$ cat src/rtl/int8_dual_mac_accum_if.sv
// Beat-in / result-out bundle for int8_dual_mac_accum.
// The master modport belongs to the producer/consumer side and the slave modport to the accumulator.
interface int8_dual_mac_accum_if #(
  parameter int ACC_W = 32,
  parameter int CNT_W = 11
);
  logic                    in_valid;
  logic                    in_ready;
  logic signed [32:0]      in_p;
  logic                    in_last;
  logic                    out_valid;
  logic                    out_ready;
  logic signed [ACC_W-1:0] out_acc_a;
  logic signed [ACC_W-1:0] out_acc_b;
  logic [CNT_W-1:0]        out_count;
  logic                    out_forced;
  logic                    out_sat;

  modport master (
    output in_valid, in_p, in_last, out_ready,
    input  in_ready, out_valid, out_acc_a, out_acc_b, out_count, out_forced, out_sat
  );

  modport slave (
    input  in_valid, in_p, in_last, out_ready,
    output in_ready, out_valid, out_acc_a, out_acc_b, out_count, out_forced, out_sat
  );
endinterface

$ cat src/rtl/int8_dual_mac_accum.sv
// Splits packed a*c / b*c DSP products into two lanes and accumulates one dot product per lane per vector.
// Optional INT8_ACC_SAT_EN: clamp each lane add and report clamping on out_sat (default build wraps).
module int8_dual_mac_accum #(
  parameter int ACC_W   = 32,
  parameter int MAX_LEN = 1024,
  parameter int CNT_W   = 11
) (
  input  logic                   clk_i,
  input  logic                   rst_i,
  int8_dual_mac_accum_if.slave   mac_if
);

  logic signed [16:0] lane_ac;
  logic signed [15:0] lane_bc;
  logic [ACC_W-1:0]   ext_ac;
  logic [ACC_W-1:0]   ext_bc;
  logic [ACC_W-1:0]   sum_a;
  logic [ACC_W-1:0]   sum_b;
  logic               accept;
  logic               cnt_at_max;
  logic               vec_end;

  logic [ACC_W-1:0]   acc_a_q, acc_a_d;
  logic [ACC_W-1:0]   acc_b_q, acc_b_d;
  logic [CNT_W-1:0]   cnt_q, cnt_d;
  logic               out_valid_q, out_valid_d;
  logic [ACC_W-1:0]   res_a_q, res_a_d;
  logic [ACC_W-1:0]   res_b_q, res_b_d;
  logic [CNT_W-1:0]   res_cnt_q, res_cnt_d;
  logic               res_forced_q, res_forced_d;

`ifdef INT8_ACC_SAT_EN
  logic               sat_a;
  logic               sat_b;
  logic               beat_sat;
  logic               sat_flag_q, sat_flag_d;
  logic               res_sat_q, res_sat_d;

  // Returns {clamped, value}; overflow shows as disagreement of the two top bits of the widened sum.
  function automatic logic [ACC_W:0] sat_add(input logic [ACC_W-1:0] x, input logic [ACC_W-1:0] y);
    logic [ACC_W:0] w;
    w = {x[ACC_W-1], x} + {y[ACC_W-1], y};
    if (w[ACC_W] != w[ACC_W-1]) begin
      if (w[ACC_W]) begin
        return {1'b1, 1'b1, {(ACC_W-1){1'b0}}};
      end else begin
        return {1'b1, 1'b0, {(ACC_W-1){1'b1}}};
      end
    end else begin
      return {1'b0, w[ACC_W-1:0]};
    end
  endfunction
`endif

  assign accept     = mac_if.in_valid && mac_if.in_ready;
  assign cnt_at_max = (cnt_q == CNT_W'(MAX_LEN - 1));
  assign vec_end    = accept && (mac_if.in_last || cnt_at_max);

  // Lane split: the lower product borrows one from the upper field when it is negative.
  always_comb begin
    lane_bc = $signed(mac_if.in_p[15:0]);
    lane_ac = $signed(mac_if.in_p[32:16]) + $signed({16'd0, mac_if.in_p[15]});
    ext_ac  = {{(ACC_W-17){lane_ac[16]}}, lane_ac};
    ext_bc  = {{(ACC_W-16){lane_bc[15]}}, lane_bc};
`ifdef INT8_ACC_SAT_EN
    {sat_a, sum_a} = sat_add(acc_a_q, ext_ac);
    {sat_b, sum_b} = sat_add(acc_b_q, ext_bc);
    beat_sat       = sat_a | sat_b;
`else
    sum_a = acc_a_q + ext_ac;
    sum_b = acc_b_q + ext_bc;
`endif
  end

  // Next state for accumulators, beat counter and result registers.
  always_comb begin
    acc_a_d      = acc_a_q;
    acc_b_d      = acc_b_q;
    cnt_d        = cnt_q;
    res_a_d      = res_a_q;
    res_b_d      = res_b_q;
    res_cnt_d    = res_cnt_q;
    res_forced_d = res_forced_q;
    out_valid_d  = out_valid_q;
`ifdef INT8_ACC_SAT_EN
    sat_flag_d   = sat_flag_q;
    res_sat_d    = res_sat_q;
`endif
    if (out_valid_q && mac_if.out_ready) begin
      out_valid_d = 1'b0;
    end else begin
      out_valid_d = out_valid_q;
    end
    if (vec_end) begin
      res_a_d      = sum_a;
      res_b_d      = sum_b;
      res_cnt_d    = cnt_q + CNT_W'(1);
      res_forced_d = !mac_if.in_last && cnt_at_max;
      out_valid_d  = 1'b1;
      acc_a_d      = {ACC_W{1'b0}};
      acc_b_d      = {ACC_W{1'b0}};
      cnt_d        = {CNT_W{1'b0}};
`ifdef INT8_ACC_SAT_EN
      res_sat_d    = sat_flag_q | beat_sat;
      sat_flag_d   = 1'b0;
`endif
    end else if (accept) begin
      acc_a_d      = sum_a;
      acc_b_d      = sum_b;
      cnt_d        = cnt_q + CNT_W'(1);
`ifdef INT8_ACC_SAT_EN
      sat_flag_d   = sat_flag_q | beat_sat;
`endif
    end else begin
      cnt_d        = cnt_q;
    end
  end

  // State registers with synchronous reset.
  always_ff @(posedge clk_i) begin
    if (rst_i) begin
      acc_a_q      <= {ACC_W{1'b0}};
      acc_b_q      <= {ACC_W{1'b0}};
      cnt_q        <= {CNT_W{1'b0}};
      out_valid_q  <= 1'b0;
      res_a_q      <= {ACC_W{1'b0}};
      res_b_q      <= {ACC_W{1'b0}};
      res_cnt_q    <= {CNT_W{1'b0}};
      res_forced_q <= 1'b0;
`ifdef INT8_ACC_SAT_EN
      sat_flag_q   <= 1'b0;
      res_sat_q    <= 1'b0;
`endif
    end else begin
      acc_a_q      <= acc_a_d;
      acc_b_q      <= acc_b_d;
      cnt_q        <= cnt_d;
      out_valid_q  <= out_valid_d;
      res_a_q      <= res_a_d;
      res_b_q      <= res_b_d;
      res_cnt_q    <= res_cnt_d;
      res_forced_q <= res_forced_d;
`ifdef INT8_ACC_SAT_EN
      sat_flag_q   <= sat_flag_d;
      res_sat_q    <= res_sat_d;
`endif
    end
  end

  assign mac_if.in_ready   = !out_valid_q || mac_if.out_ready;
  assign mac_if.out_valid  = out_valid_q;
  assign mac_if.out_acc_a  = res_a_q;
  assign mac_if.out_acc_b  = res_b_q;
  assign mac_if.out_count  = res_cnt_q;
  assign mac_if.out_forced = res_forced_q;
`ifdef INT8_ACC_SAT_EN
  assign mac_if.out_sat    = res_sat_q;
`else
  assign mac_if.out_sat    = 1'b0;
`endif

endmodule

$ cat src/flat_wrapper.sv
// flat-port wrapper written by rule: the top's interface ports become plain ports
module int8_dual_mac_accum_flat 
#(
  parameter int ACC_W   = 32,
  parameter int MAX_LEN = 1024,
  parameter int CNT_W   = 11
)
  (clk_i, rst_i, mac_if_in_valid, mac_if_in_p, mac_if_in_last, mac_if_out_ready, mac_if_in_ready, mac_if_out_valid, mac_if_out_acc_a, mac_if_out_acc_b, mac_if_out_count, mac_if_out_forced, mac_if_out_sat);
  int8_dual_mac_accum_if #(.ACC_W(ACC_W), .CNT_W(CNT_W)) mac_if_i ();
  input  logic clk_i;
  input  logic rst_i;
  input wire logic [$bits(mac_if_i.in_valid)-1:0] mac_if_in_valid;
  input wire logic [$bits(mac_if_i.in_p)-1:0] mac_if_in_p;
  input wire logic [$bits(mac_if_i.in_last)-1:0] mac_if_in_last;
  input wire logic [$bits(mac_if_i.out_ready)-1:0] mac_if_out_ready;
  output wire logic [$bits(mac_if_i.in_ready)-1:0] mac_if_in_ready;
  output wire logic [$bits(mac_if_i.out_valid)-1:0] mac_if_out_valid;
  output wire logic [$bits(mac_if_i.out_acc_a)-1:0] mac_if_out_acc_a;
  output wire logic [$bits(mac_if_i.out_acc_b)-1:0] mac_if_out_acc_b;
  output wire logic [$bits(mac_if_i.out_count)-1:0] mac_if_out_count;
  output wire logic [$bits(mac_if_i.out_forced)-1:0] mac_if_out_forced;
  output wire logic [$bits(mac_if_i.out_sat)-1:0] mac_if_out_sat;
  assign mac_if_i.in_valid = mac_if_in_valid;
  assign mac_if_i.in_p = mac_if_in_p;
  assign mac_if_i.in_last = mac_if_in_last;
  assign mac_if_i.out_ready = mac_if_out_ready;
  assign mac_if_in_ready = mac_if_i.in_ready;
  assign mac_if_out_valid = mac_if_i.out_valid;
  assign mac_if_out_acc_a = mac_if_i.out_acc_a;
  assign mac_if_out_acc_b = mac_if_i.out_acc_b;
  assign mac_if_out_count = mac_if_i.out_count;
  assign mac_if_out_forced = mac_if_i.out_forced;
  assign mac_if_out_sat = mac_if_i.out_sat;
  int8_dual_mac_accum #(.ACC_W(ACC_W), .MAX_LEN(MAX_LEN), .CNT_W(CNT_W)) u_core (.clk_i(clk_i), .rst_i(rst_i), .mac_if(mac_if_i));
endmodule
$ cat config.mk
export PLATFORM = sky130hd
export DESIGN_NAME = int8_dual_mac_accum_flat
export DESIGN_NICKNAME = d
export VERILOG_FILES = /design/src/rtl/int8_dual_mac_accum_if.sv /design/src/rtl/int8_dual_mac_accum.sv /design/src/flat_wrapper.sv
export SDC_FILE = /design/constraint.sdc
export NUM_CORES = 1
export LEC_CHECK = 0
export BUFFER_PORTS_ARGS = -buffer_cell sky130_fd_sc_hd__buf_4
export CORE_ASPECT_RATIO = 1.25
export CORE_MARGIN = 5
export CORE_UTILIZATION = 50
export DETAILED_ROUTE_END_ITERATION = 12
export PLACE_DENSITY_LB_ADDON = 0.1
export SETUP_SLACK_MARGIN = 0.05
export SYNTH_ARGS = -nofsm -noshare
export SYNTH_HDL_FRONTEND = slang
export SYNTH_SLANG_ARGS = --single-unit
$ cat constraint.sdc
create_clock -name clk_i -period 4 [get_ports clk_i]
set_input_delay 0.2 -clock clk_i [delete_from_list [all_inputs] [get_ports clk_i]]
set_output_delay 0.2 -clock clk_i [all_outputs]
set_load 0.05 [all_outputs]
==> impl_metrics.env <==
export IMPL_post_cts_setup_buffer_count=0
export IMPL_power_leakage_nw=4.64
export IMPL_power_density_mw_per_mm2=435
export IMPL_drc=0
export IMPL_cp_arrival_ns=3.81
export IMPL_rsz_0062_raised_after_global_routing="no"
export IMPL_achievable_frequency_mhz=289
export IMPL_wire_per_inst_um=16.1
export IMPL_run_status="finished clean"
export IMPL_critPathMaxStageDelay_ns=0.37
export IMPL_cp_max_fo=11
export IMPL_cts_buffer_depth=2
export IMPL_cts_inserted_buffers=17
export IMPL_synth_nets=1271
export IMPL_startpoint_type_of_the_worst_setup_path="primary input"
export IMPL_setup_slack_of_the_most_critical_reg_to_reg_path_ns=0.94
export IMPL_worst_setup_hold_path_clk_slew_ns=0.06
export IMPL_max_slew_worst_pin_slew_ns=0.931
export IMPL_synth_enable_flop_cells=0
export IMPL_critical_path_endpoint_type="flop"
export IMPL_layout_worst_path_cycle_share_pct=86.6
export IMPL_viasPerCell=5.61
export IMPL_gr_usage_all_layers_pct=23.3
export IMPL_finalWeightedCongestion=0.866
export IMPL_gr_usage_met2_pct=40.4
export IMPL_syn_mean_instance_area_sq_um=7.80
export IMPL_grt_residual_overflow=0
export IMPL_totalNegativeSetupSlack_ns=0
export IMPL_slew_viol_final=0
export IMPL_boundaryPins=117
export IMPL_met1_usage_pct=29.0
export IMPL_routed_wire_length_um=24000
export IMPL_worstSetupPathType="primary input to flop"
export IMPL_cts_tree="done"
export IMPL_slew_headroom_pct=37.9
export IMPL_critPathRequiredTime_ns=4.35
export IMPL_holdCritPathClass="primary input to flop"
export IMPL_die_height_um=161
export IMPL_setup_viol=0
export IMPL_drive_above_1_share_pct=15.0
export IMPL_synth_top_cells_by_count="sky130_fd_sc_hd__nand2_1, sky130_fd_sc_hd__dfxtp_1, sky130_fd_sc_hd__a21oi_1"
export IMPL_port_buf_inserts=115
export IMPL_post_place_cell_area_sq_mm=0.0102
export IMPL_dieWidth_um=131
export IMPL_grt_pass1_vias=8314
export IMPL_finalNetCount=1358
export IMPL_start_util_pct=50.6
export IMPL_synthDominantCellAreaShare_pct=33.5
export IMPL_worst_hold_slack_ns=0.187
export IMPL_nFillCells=1724
export IMPL_clock_sinks=152
export IMPL_netlist_cell_type_count=68
export IMPL_final_critical_path_time_including_i_o_delays_and_setup_ns=3.46
export IMPL_hold_viol=0
export IMPL_yosys_cell_count_top_type="sky130_fd_sc_hd__nand2_1"
export IMPL_post_synth_instance_area_sq_mm=0.00908
export IMPL_clock_insertion_delay_worst_skew_ns=0.42
export IMPL_h_tree_depth=4
export IMPL_syn_to_final_growth_pct=18.3
export IMPL_worstPathCellList="buf_4 > and3_1 > and4_1 > nand4_1 > nor2_1 > and3_1 > xnor2_2 > inv_1 > ha_1 > a21o_1 > a211oi_1 > a21bo_1 > o21ai_2 > o21a_1 > xnor3_1 > o21a_1 > nor2_1"
export IMPL_postLayoutCellArea_sq_mm=0.0107
export IMPL_die_footprint_sq_mm=0.0210
export IMPL_synth_top_area_cell="sky130_fd_sc_hd__dfxtp_1"
export IMPL_gr_max_usage_layer="met2"
export IMPL_yosys_warnings=0
export IMPL_clock_tree_root_cell="sky130_fd_sc_hd__clkbuf_16"
export IMPL_synthArstFlopShare_pct=0
export IMPL_postSynthRegisterBits=152
export IMPL_layoutNonFillerInstCount=1489
export IMPL_antenna_cells_inserted=0
export IMPL_fin_skew_ns=0.0127
export IMPL_detailed_place_hpwl_um=16600
export IMPL_seq_area_frac_synth_pct=33.5
export IMPL_placementRows=55
export IMPL_placedCellCount=1459
export IMPL_drt_pre_antenna_iters=4
export IMPL_cap_viol_max_count=0
export IMPL_total_of_hold_buffers_inserted_after_clock_tree_synthesis=1
export IMPL_synthCells=1164
export IMPL_number_of_antenna_violations_at_the_first_check_in_global_routing=0
export IMPL_critical_path_buf_inv_count=2
export IMPL_routed_via_count=8349
export IMPL_cts_resized=0
export IMPL_grt_util_met3_pct=4.26
export IMPL_route_antenna_remaining_nets=0
export IMPL_ys_top_cells_by_area="sky130_fd_sc_hd__dfxtp_1, sky130_fd_sc_hd__nand2_1, sky130_fd_sc_hd__ha_1"
export IMPL_design_core_area_sq_mm=0.0180
export IMPL_pin_count_of_the_biggest_net_entering_global_routing=88
export IMPL_initialDrtViolationCount=444
export IMPL_cpLargestDelayFamily="compound AO/OA/AOI/OAI gates"
export IMPL_worst_path_max_delay_cell="sky130_fd_sc_hd__ha_1"
export IMPL_ys_flop_type="sky130_fd_sc_hd__dfxtp_1"
export IMPL_power_ir_vdd_worst_mv=0.292
export IMPL_power_mw=4.67
export IMPL_global_route_wire_length_before_repair_um=40000
## where the power goes
group          internal, mW  leakage [nW]  switching [mW]  total, mW
logic                 0.479          3.12           0.851       1.33
registers              1.63          1.24          0.0679       1.70
clock network          1.01         0.283           0.634       1.64
## layout make-up
cell class | instances | area, sq um | area share, %
Clock buffer | 22 | 464 | 4.32
Inverter | 19 | 71.3 | 0.664
Tap cell | 228 | 285 | 2.65
Multi-Input combinational cell | 923 | 5710 | 53.1
Timing Repair Buffer | 138 | 1050 | 9.78
Clock inverter | 7 | 120 | 1.12
Sequential cell | 152 | 3040 | 28.3
## stage by stage
| step | utilization, % | worst slack, ns |
|---|---|---|
| floorplan | - | 0.431 |
| global placement | 56.5 | 0.189 |
| detailed placement | 56.5 | 0.133 |
| CTS | 59.8 | 0.544 |
| global route | 59.8 | 0.136 |
| finish | 59.8 | 0.535 |
## sequential cells by signal, indices dropped and copies added, names as in the netlist
signal and cells:
u_core.cnt_q 11, u_core.mac_if.out_count 11, u_core.mac_if.out_valid 1, u_core.acc_b_q 32
u_core.acc_a_q 32, u_core.mac_if.out_acc_a 32, u_core.mac_if.out_acc_b 32, u_core.mac_if.out_forced 1
## final timing paths
| kind | start | endpoint | depth (start not counted) |
|---|---|---|---|
| worst max-delay path | mac_if_in_p[21] | u_core.mac_if.out_acc_a[31] | 17 |
| worst max register to register | u_core.acc_a_q[0] | u_core.mac_if.out_acc_a[24] | 11 |
| worst min register to register | u_core.mac_if.out_acc_a[19] | u_core.mac_if.out_acc_a[19] | 2 |
| worst min-delay path | mac_if_out_ready | u_core.mac_if.out_valid | 3 |
## cells in the final DEF (no fill, tap or decap), types with 19 or more instances in the layout
master / netlist / routed
sky130_fd_sc_hd__a21oi_1: 147 / 147
sky130_fd_sc_hd__dfxtp_1: 152 / 152
sky130_fd_sc_hd__nor2_1: 86 / 86
sky130_fd_sc_hd__nand3_1: 33 / 33
sky130_fd_sc_hd__o21ai_0: 32 / 32
sky130_fd_sc_hd__inv_1: 19 / 19
sky130_fd_sc_hd__xor2_1: 33 / 33
sky130_fd_sc_hd__buf_4: 1 / 136
sky130_fd_sc_hd__ha_1: 67 / 67
sky130_fd_sc_hd__nand4_1: 28 / 28
sky130_fd_sc_hd__xnor2_1: 50 / 50
sky130_fd_sc_hd__a21o_1: 31 / 31
sky130_fd_sc_hd__a211oi_1: 31 / 31
sky130_fd_sc_hd__nand2_1: 227 / 225
## tightest hold or removal path, stage by stage
cell and delay, ns:
sky130_fd_sc_hd__buf_4 0.07, sky130_fd_sc_hd__nand2b_1 0.19, sky130_fd_sc_hd__a21oi_1 0.08
## per-layer routing
layer | part of all wire (%) | routed length (um)
met5 | 0 | 0
met4 | 1.7 | 409
met3 | 3.9 | 938
met2 | 50 | 12000
met1 | 44 | 10700
## cells by family after synthesis
family,synth area share (%)
multiplexers,0.110
adder cells (fa/ha/maj),9.67
buffers and inverters,3.87
AO/OA/AOI/OAI,22.4
other,0.0413
XOR/XNOR,8.43
flip-flops,33.5
AND/OR/NAND/NOR,22.0
No activity file was read; power rests on OpenSTA's default activity.
